$ cat src/rtl/vr_skid_buffer.sv
// vr_skid_buffer: registered valid/ready skid buffer, one word/cycle.
// Define HS_CNT_EN to add the xfer_cnt transfer counter output.
module vr_skid_buffer #(
  parameter int WIDTH = 32
) (
  input  logic             clk,
  input  logic             rstn,
  input  logic             valid_i,
  output logic             ready_o,
  output logic             valid_o,
  input  logic             ready_i,
  input  logic [WIDTH-1:0] data_i,
`ifdef HS_CNT_EN
  output logic [31:0]      xfer_cnt,
`endif
  output logic [WIDTH-1:0] data_o
);

  // bit1 = main_v (valid_o), bit0 = ~skid_v (ready_o)
  typedef enum logic [1:0] {
    EMPTY = 2'b01,
    BUSY  = 2'b11,
    FULL  = 2'b10
  } state_t;

  state_t           state, state_n;
  logic [WIDTH-1:0] main_d, main_n;
  logic [WIDTH-1:0] skid_d, skid_n;
  logic             acc, xfr;

  assign valid_o = state[1];
  assign ready_o = state[0];
  assign data_o  = main_d;

  assign acc = valid_i & state[0];
  assign xfr = state[1] & ready_i;

  always_ff @(posedge clk) begin
    if (rstn) begin
      state  <= EMPTY;
      main_d <= '0;
      skid_d <= '0;
    end else begin
      state  <= state_n;
      main_d <= main_n;
      skid_d <= skid_n;
    end
  end

  always_comb begin
    state_n = state;
    main_n  = main_d;
    skid_n  = skid_d;
    unique case (state)
      EMPTY: begin
        if (acc) begin
          main_n  = data_i;
          state_n = BUSY;
        end
      end
      BUSY: begin
        if (acc && xfr) begin
          main_n = data_i;
        end else if (acc) begin
          skid_n  = data_i;
          state_n = FULL;
        end else if (xfr) begin
          state_n = EMPTY;
        end
      end
      FULL: begin
        if (xfr) begin
          main_n  = skid_d;
          state_n = BUSY;
        end
      end
      default: state_n = EMPTY;
    endcase
  end

`ifdef HS_CNT_EN
  always_ff @(posedge clk) begin
    if (rstn) begin
      xfer_cnt <= '0;
    end else if (xfr) begin
      xfer_cnt <= xfer_cnt + 32'd1;
    end
  end
`endif

endmodule

$ cat config.mk
export PLATFORM = sky130hd
export DESIGN_NAME = vr_skid_buffer
export DESIGN_NICKNAME = d
export VERILOG_FILES = /design/src/rtl/vr_skid_buffer.sv
export SDC_FILE = /design/constraint.sdc
export NUM_CORES = 1
export LEC_CHECK = 0
export ABC_AREA = 0
export CORE_MARGIN = 2
export CORE_UTILIZATION = 53
export CTS_CLUSTER_DIAMETER = 200
export DETAILED_ROUTE_END_ITERATION = 6
export GPL_TIMING_DRIVEN = 0
export PLACE_DENSITY = 0.8
export SLEW_MARGIN = 5
export SYNTH_ARGS = -nofsm -noshare
export SYNTH_HDL_FRONTEND = slang
export SYNTH_SLANG_ARGS = --single-unit
$ cat constraint.sdc
create_clock -name clk -period 3.2 [get_ports clk]
set_input_delay 0.8 -clock clk [delete_from_list [all_inputs] [get_ports clk]]
set_output_delay 0.8 -clock clk [all_outputs]
set_load 0.02 [all_outputs]
=== Word-level counts from Yosys, hierarchy flattened ===
Index checks and enable logic that the tools add are counted.

* Bits in registers: 66
* Latch bits: 0
* Bits in writable memories: 0
* ROM bits: 0
* Input bits: 36
* Output and inout port bits: 34
* Word-level logic and storage cells: 29
* Memories: 0

* Add/sub/neg operators: 0
* Multipliers: 0
* Div/mod/pow operators: 0
* Magnitude comparators: 0
* Eq/ne operators: 8
* Shift operators: 0
* Mux-type cells: 10
* Bitwise operators: 3
* Reduce and logical (&&, ||, !) cells: 5

{| class="wikitable"
|+ Operators with widths
! kind !! number
|-
| 2-to-1 mux 32 bit || 3
|-
| case mux 32 bit (3 select lines) || 1
|-
| 2-to-1 mux 2 bit || 5
|-
| != test 2 bit, second input constant || 4
|-
| AND reduction 4 bit || 2
|-
| case mux 2 bit (3 select lines) || 1
|-
| equality test 2 bit, second input constant || 2
|-
| != test 3 bit, second input constant || 1
|-
| AND reduction 3 bit || 1
|-
| nonzero test 3 bit || 1
|-
| AND 1 bit || 2
|-
| equality test 2 x 1 -> 1 bit, second input constant || 1
|-
| logical AND 1 bit || 1
|-
| NOT 1 bit || 1
|}

=== Depth between registers and ports, before layout ===
Gate-level depths: netlist of the first run.

* Depth after elaboration: 5
* Gate-level depth with buffers: 8

=== Worst setup path before layout of the first run ===
OpenSTA, ideal clock, no wires.

* Kind: register to register
* Start point: register state[0]
* End point: register main_d[10], in the netlist data_o[10]
* Setup time: 81 ps
* Arrival time: 1856 ps
* Slack: 1262 ps
* Stages on the path, launching flop included: 8
* Buffers on the path: 2
* Clock period less this slack: 1938 ps
* Cells stage by stage: dfxtp_1 > inv_1 > ha_1 > mux2_4 > and2_4 > buf_6 > buf_6 > a211oi_2

* Word-level cells in the longest chain between the ends: 4
* Elaborated cells between the ends (all ways): 11
* Those cells by class: eq/ne (6); mux (1); bitwise (1); reduce/logical (3)

{| class="wikitable"
|+ Ends and longest elaborated chain
! item !! RTL line !! text
|-
| start: declaration || 26 || <nowiki>state_t state, state_n;</nowiki>
|-
| start signal: assignment || 44 || <nowiki>state <= state_n;</nowiki>
|-
| AND 1 bit || 35 || <nowiki>assign acc = valid_i & state[0];</nowiki>
|-
| logical AND 1 bit || 62 || <nowiki>if (acc && xfr) begin</nowiki>
|-
| != test 2 bit (no source line) || -- ||
|-
| AND reduction 4 bit (no source line) || -- ||
|-
| end signal: assignment || 45 || <nowiki>main_d <= main_n;</nowiki>
|-
| end: declaration || 27 || <nowiki>logic [WIDTH-1:0] main_d, main_n;</nowiki>
|}

Parallel ways exist; a longest one is shown, timed or not.
A chain may end at the register's enable or synchronous reset.

=== Final worst setup path of the first run ===
* Start point: register state[0]
* End point: output port ready_o

{| class="wikitable"
|+ RTL lines
! item !! RTL line !! text
|-
| end: declaration || 9 || <nowiki>output logic ready_o,</nowiki>
|}

No word-level cell between the ends.

==> results.yml, run 1 <==
outcome:
  status: "finished, final reports clean"
routing:
  wire_per_inst_um: 14.9
  drt-initial-drc-count: 139
  detail_route.vias_per_cell: 5.35
  drc_errors: 0
  drt_pass1_iterations: 4
  wl_um: 6940
  postRouteAntennaNets: 0
  vias: 2498
setup_path:
  cp_top_family: "buffers and inverters"
  path_buf_inv: 1
  timing.critical_path.fanout_max: 12
  path_class: "reg2out"
  setup.worst_path.start_class: "flop"
  worst-endpoint-required_ns: 2.40
  critical_path.slowest_cell: "clkdlybuf4s50_1"
  cp_endpoint_kind: "output port"
  critical_path.max_stage_delay_ns: 0.68
  critPathArrivalTime_ns: 1.58
  crit_path_cell_trace: "clkdlybuf4s50_1"
die:
  floorplan.die_area_mm2: 0.00619
  die_width_um: 78.7
  std_cell_rows: 27
  die_y_um: 78.7
  floorplan.initialDensity_pct: 54.3
  core_mm2: 0.00544
  io_pins: 70
placement:
  count_of_port_buffers_added_during_placement: 69
  finalWeightedCongestion: 0.844
  placed_area_mm2: 0.00374
  dpl.hpwl_um: 4790
  number_of_placed_cells_counting_well_taps: 451
  dp_worst_setup_slack_ns: 0.670
sta:
  layout_min_cycle_time_ns: 2.38
  unrepaired_setup_endpoints_after_global_routing: "no"
  max_fclk_ghz: 0.420
  worstMarginPinSlew_ns: 0.731
  report.final.slew_viol_count: 0
  finalSetupTns_ns: 0
  finalHoldWorstSlack_ns: 0.454
  post-route-worst-setup-slack_ns: 0.820
  final.period_utilization_pct: 74.4
  finalSetupViolCount: 0
  timing.clock.skew_ns: 0.00544
  hold_violations: 0
  max-slew-margin-rel_pct: 51.2
cells_and_area:
  post_route_cells_drive_above_1_share_pct: 16.2
  areaGrowthSynthToFinish_pct: 33.1
  stdcell_area_mm2: 0.00393
  nets: 431
  finalCoreUtilization_pct: 72.3
  num-fill-cells: 436
  antennaDiodeCount: 0
  post_route_insts_no_fill: 467
logic_synthesis:
  synth-seq-area-share_pct: 44.7
  synth_top_area_share_pct: 44.7
  synth_ff_type: "dfxtp_1"
  mappedNetlistArea_mm2: 0.00296
  synth.top_cells.by_area: "dfxtp_1 (45%), a211oi_2 (13%), mux2i_1 (11%), a21oi_1 (11%), nand2_1 (8.5%)"
  synthesis.instances: 310
  syn_avg_cell_area_um2: 9.53
  synth_async_sr_flop_share_pct: 0
  synth.net_count: 351
  post_synth_most_frequent_cells: "nand2_1 (67), dfxtp_1 (66), a21oi_1 (64), mux2i_1 (33), a211oi_2 (30)"
  synth.largest_area_cell: "dfxtp_1"
  postSynthRegisterBits: 66
  yosys_warnings: 0
  cell_with_the_most_instances_after_synthesis: "nand2_1"
  synth.distinct_cells: 24
  synth-edff-count: 0
grt:
  largest_net_degree_at_the_start_of_global_routing: 13
  grt.overflow.total: 0
  grt_first_pass_wirelength_um: 11100
  grt_pass1_vias: 2336
  antenna_violations_before_repair: 0
  grt_util_all_layers_pct: 23.3
clocking:
  postCtsSetupRepairBufs: 0
  holdBufCountCts: 0
  cts_htree_levels: 3
  cts_sinks: 66
  cts_made_buffers: 9
  clock_insertion_delay_worst_skew_ns: 0.35
  cts_resized: 0
  worst_setup_hold_path_clk_slew_ns: 0.07
  ctsLongestPathBuffers: 2
  cts_root_buffer: "clkbuf_8"
  cts_tree: "done"
power:
  ir_drop_mv: 0.573
  power.leakage_nw: 1.35
  post-layout-total-power_mw: 3.84
  power.density_mw_per_mm2: 976
run:
  max-cap-violations: 0
min_path:
  worst_hold_path_type: "reg2reg"
==> power by group <==
group	total [mW]	internal, mW	switching [mW]
Sequential	1.16	1.03	0.131
Clock	0.712	0.402	0.310
Combinational	1.96	0.879	1.08
==> worst min-delay path: stages (launching register included) <==
cell	delay, ns
dfxtp_1	0.31
nand2_1	0.05
a21oi_1	0.05
==> cell families after synthesis <==
kind of cell / Yosys count / share of synthesized area, %
DFF: 66 / 44.7
AOI/OAI and AO/OA: 103 / 26.3
buffers and inverters: 30 / 5.38
and+or+nand+nor: 72 / 9.82
muxes: 34 / 11.7
adders and majority gates: 5 / 2.12
==> placed cells by master (no fill, tap or decap) <==
master	count
o21ai_0	1
a31oi_1	1
o41ai_1	1
clkbuf_8	11
a211oi_1	2
nand4_1	1
nor2_1	1
inv_1	2
buf_2	13
clkbuf_1	14
a2111oi_0	1
mux2i_1	33
and2_4	1
and4_1	1
nand2_1	67
a22oi_1	1
bufinv_16	1
mux2_4	1
a211oi_2	30
ha_1	5
a21oi_1	64
clkdlybuf4s50_1	69
and4_4	1
buf_6	4
dfxtp_1	66
clkinv_2	1
a22oi_4	1
a211o_1	1
==> state kept, by name, indices dropped and copies added, names as in the netlist <==
register / flops
skid_d: 32
state: 2
data_o: 32
==> final timing paths <==
path	start	to	slack (ns)	cells past startpoint
setup / recovery	state[0]	ready_o	0.82	1
hold / removal	skid_d[2]	skid_d[2]	0.45	2
setup reg to reg	state[0]	data_o[8]	1.18	7
hold reg to reg	skid_d[2]	skid_d[2]	0.45	2
==> per-layer routing <==
metal	track usage [%]	wire, um	vias to the layer above
li1	-	-	1259
met1	30.1	3170	1177
met2	37.4	3370	53
met3	6.78	311	9
met4	7.37	86	0
met5	0	0	-
==> layout make-up <==
class                   count  area, um^2  share of cell area [%]
flip-flops and latches     66        1320                    33.6
inverters                   2        7.51                   0.191
repair buffers             69         691                    17.6
multi-input cells         214        1480                    37.5
plain buffers              28         151                    3.85
clock inverters             2        35.0                   0.891
clock buffers              14         163                    4.13
well taps                  72        90.1                    2.29
No activity file was read; power rests on OpenSTA's default activity.
==> inputs of run 2 (changes only) <==
--- a/config.mk
+++ b/config.mk
@@ -7,11 +7,11 @@
 export LEC_CHECK = 0
 export ABC_AREA = 0
 export CORE_MARGIN = 2
-export CORE_UTILIZATION = 53
+export CORE_UTILIZATION = 45
 export CTS_CLUSTER_DIAMETER = 200
 export DETAILED_ROUTE_END_ITERATION = 6
 export GPL_TIMING_DRIVEN = 0
-export PLACE_DENSITY = 0.8
+export PLACE_DENSITY = 0.72
 export SLEW_MARGIN = 5
 export SYNTH_ARGS = -nofsm -noshare
 export SYNTH_HDL_FRONTEND = slang
==> constraint.sdc (replaced) <==
create_clock -name clk -period 2 [get_ports clk]
set_input_delay 0.5 -clock clk [delete_from_list [all_inputs] [get_ports clk]]
set_output_delay 0.5 -clock clk [all_outputs]
set_load 0.02 [all_outputs]
==> run 2 against run 1 <==
Setup slack worse by 0.71 ns. Core utilization is 9.7 points lower. Critical path type is now in2reg. Final area is 1.0% higher. Die area is 17% higher. Largest cell class unchanged.
==> results.yml, run 2 (same netlist as run 1, synthesis figures left out) <==
outcome:
  status: "finished, final reports clean"
cells_and_area:
  post_route_cells_drive_above_1_share_pct: 17.3
  combined_area_of_the_multi_input_logic_cells_mm2: 0.00148
  mostFrequentLayoutCell: "clkdlybuf4s50_1"
  stdcell_area_mm2: 0.00398
  areaGrowthSynthToFinish_pct: 34.5
  final_cell_mix: "clkdlybuf4s50_1 (69), nand2_1 (67), a21oi_1 (64), dfxtp_1 (64), mux2i_1 (33)"
  nets: 431
  register_area_mm2: 0.00133
  antennaDiodeCount: 0
  finalCoreUtilization_pct: 62.6
  num-fill-cells: 522
clocking:
  clock_insertion_delay_worst_skew_ns: 0.34
  worst_setup_hold_path_clk_slew_ns: 0.07
  ctsLongestPathBuffers: 2
  cts_root_buffer: "clkbuf_8"
  cts_made_buffers: 9
  cts_sinks: 66
  cts_htree_levels: 3
  postCtsSetupRepairBufs: 0
  cts_tree: "done"
  holdBufCountCts: 0
sta:
  worstMarginPinSlew_ns: 0.730
  max-slew-margin-rel_pct: 51.3
  timing.clock.skew_ns: 0.00724
  hold_violations: 0
  unrepaired_setup_endpoints_after_global_routing: "no"
  max_fclk_ghz: 0.529
  final.period_utilization_pct: 94.5
  report.final.slew_viol_count: 0
  layout_min_cycle_time_ns: 1.89
  finalSetupViolCount: 0
run:
  max-cap-violations: 0
grt:
  groute.layer.met2.usage_pct: 32.7
  antenna_violations_before_repair: 0
  busiest_layer: "met2"
  grt.overflow.total: 0
  grtUsageMet1_pct: 26.6
  largest_net_degree_at_the_start_of_global_routing: 13
  globalRouteMet3Util_pct: 4.47
  grt_pass1_vias: 2421
  grt_first_pass_wirelength_um: 11600
  grt_util_all_layers_pct: 20.2
setup_path:
  critical_path.slowest_cell: "clkdlybuf4s50_1"
  critical_path.max_stage_delay_ns: 0.57
  cp_top_family: "buffers and inverters"
  path_buf_inv: 3
  cp_endpoint_kind: "flop"
  worst-endpoint-required_ns: 2.19
  critPathArrivalTime_ns: 2.08
  path_class: "in2reg"
  crit_path_cell_trace: "clkdlybuf4s50_1 > nand2_1 > a22oi_4 > and2_4 > buf_6 > buf_6 > a211oi_2"
  setup.worst_path.start_class: "input pin"
  crit_top_cell: "buf_6"
  timing.critical_path.fanout_max: 10
power:
  power.density_mw_per_mm2: 1580
  clock_power_share_pct: 19.6
  power.switching_mw: 2.44
  ir_drop_mv: 0.909
  power.leakage_nw: 1.36
  seqPwrFrac_pct: 29.8
  power.share.combinational_pct: 50.6
  post-layout-total-power_mw: 6.26
  netSwitchingFraction_pct: 39.0
  internal-power_mw: 3.82
placement:
  count_of_port_buffers_added_during_placement: 69
  finalWeightedCongestion: 0.746
  dpl.hpwl_um: 5040
  placed_area_mm2: 0.00374
min_path:
  worst_hold_path_type: "reg2reg"
die:
  floorplan.die_area_mm2: 0.00723
  floorplan.initialDensity_pct: 46.5
  die_y_um: 85.0
  die_width_um: 85.0
  core_mm2: 0.00635
  io_pins: 70
  std_cell_rows: 29
routing:
  vias: 2451
  postRouteAntennaNets: 0
  wire_per_inst_um: 15.0
  detail_route.vias_per_cell: 5.20
  drc_errors: 0
  drt_pass1_iterations: 4
  wl_um: 7050
  drt-initial-drc-count: 60
run 2: cell count changes in the layout (fill, tap and decap cells not counted), sizes merged:
cell | before | now
clkbuf | 25 | 27
clkinv | 1 | 0
buf | 17 | 15
run 2: power by group through the flow:
stage                     Sequential, mW  Combinational [mW]  Clock (mW)
after floorplan                     2.14                1.94           0
after global placement              1.88                3.08           0
after detailed placement            1.89                3.16           0
after CTS                           1.86                3.18        1.25
after global routing                1.91                3.40        1.31
final                               1.87                3.17        1.23
run 2: final cells by class:
type / count / area share, %
multi-input combinational: 214 / 37.1
sequential: 66 / 33.4
timing repair buffer: 69 / 17.4
clock buffer: 14 / 4.85
buffer: 28 / 3.93
tap: 77 / 2.42
clock inverter: 1 / 0.755
inverter: 2 / 0.189
run 2: layer usage:
| metal | vias up | part of all wire [%] | wire, um |
|---|---|---|---|
| li1 | 1256 | - | - |
| met1 | 1140 | 46 | 3270 |
| met5 | - | 0 | 0 |
| met3 | 8 | 3.4 | 242 |
| met4 | 0 | 1.4 | 98 |
| met2 | 47 | 49 | 3450 |
run 2: worst paths after layout:
kind	startpoint	endpoint	slack, ns	cells after the start
max	valid_i	data_o[1]	0.11	7
min reg2reg	skid_d[18]	skid_d[18]	0.45	2
max reg2reg	state[0]	data_o[1]	0.16	8
min	skid_d[18]	skid_d[18]	0.45	2
run 2: metrics by stage:
stage	hold slack (ns)	cells	setup WS (ns)	TNS (ns)
6_report	0.455	471	0.109	0
5_1_grt	0.473	471	0.0608	0
4_1_cts	0.456	471	0.0438	0
3_5_place_dp	0.446	456	-0.225	-11.29
3_3_place_gp	0.441	456	-0.239	-10.82
2_1_floorplan	0.436	310	0.0624	0
run 2: worst reg2reg max path, cell delays in order (launching register included):
cell	delay (ns)
dfxtp_4	0.42
inv_1	0.08
ha_1	0.19
buf_2	0.18
a22oi_4	0.27
and2_4	0.19
buf_6	0.11
buf_6	0.17
a211oi_2	0.09
run 2: repair_timing:
action	CTS	global route
pin swaps	0	0
endpoints found under the setup margin	31	10
resized for setup	1	4
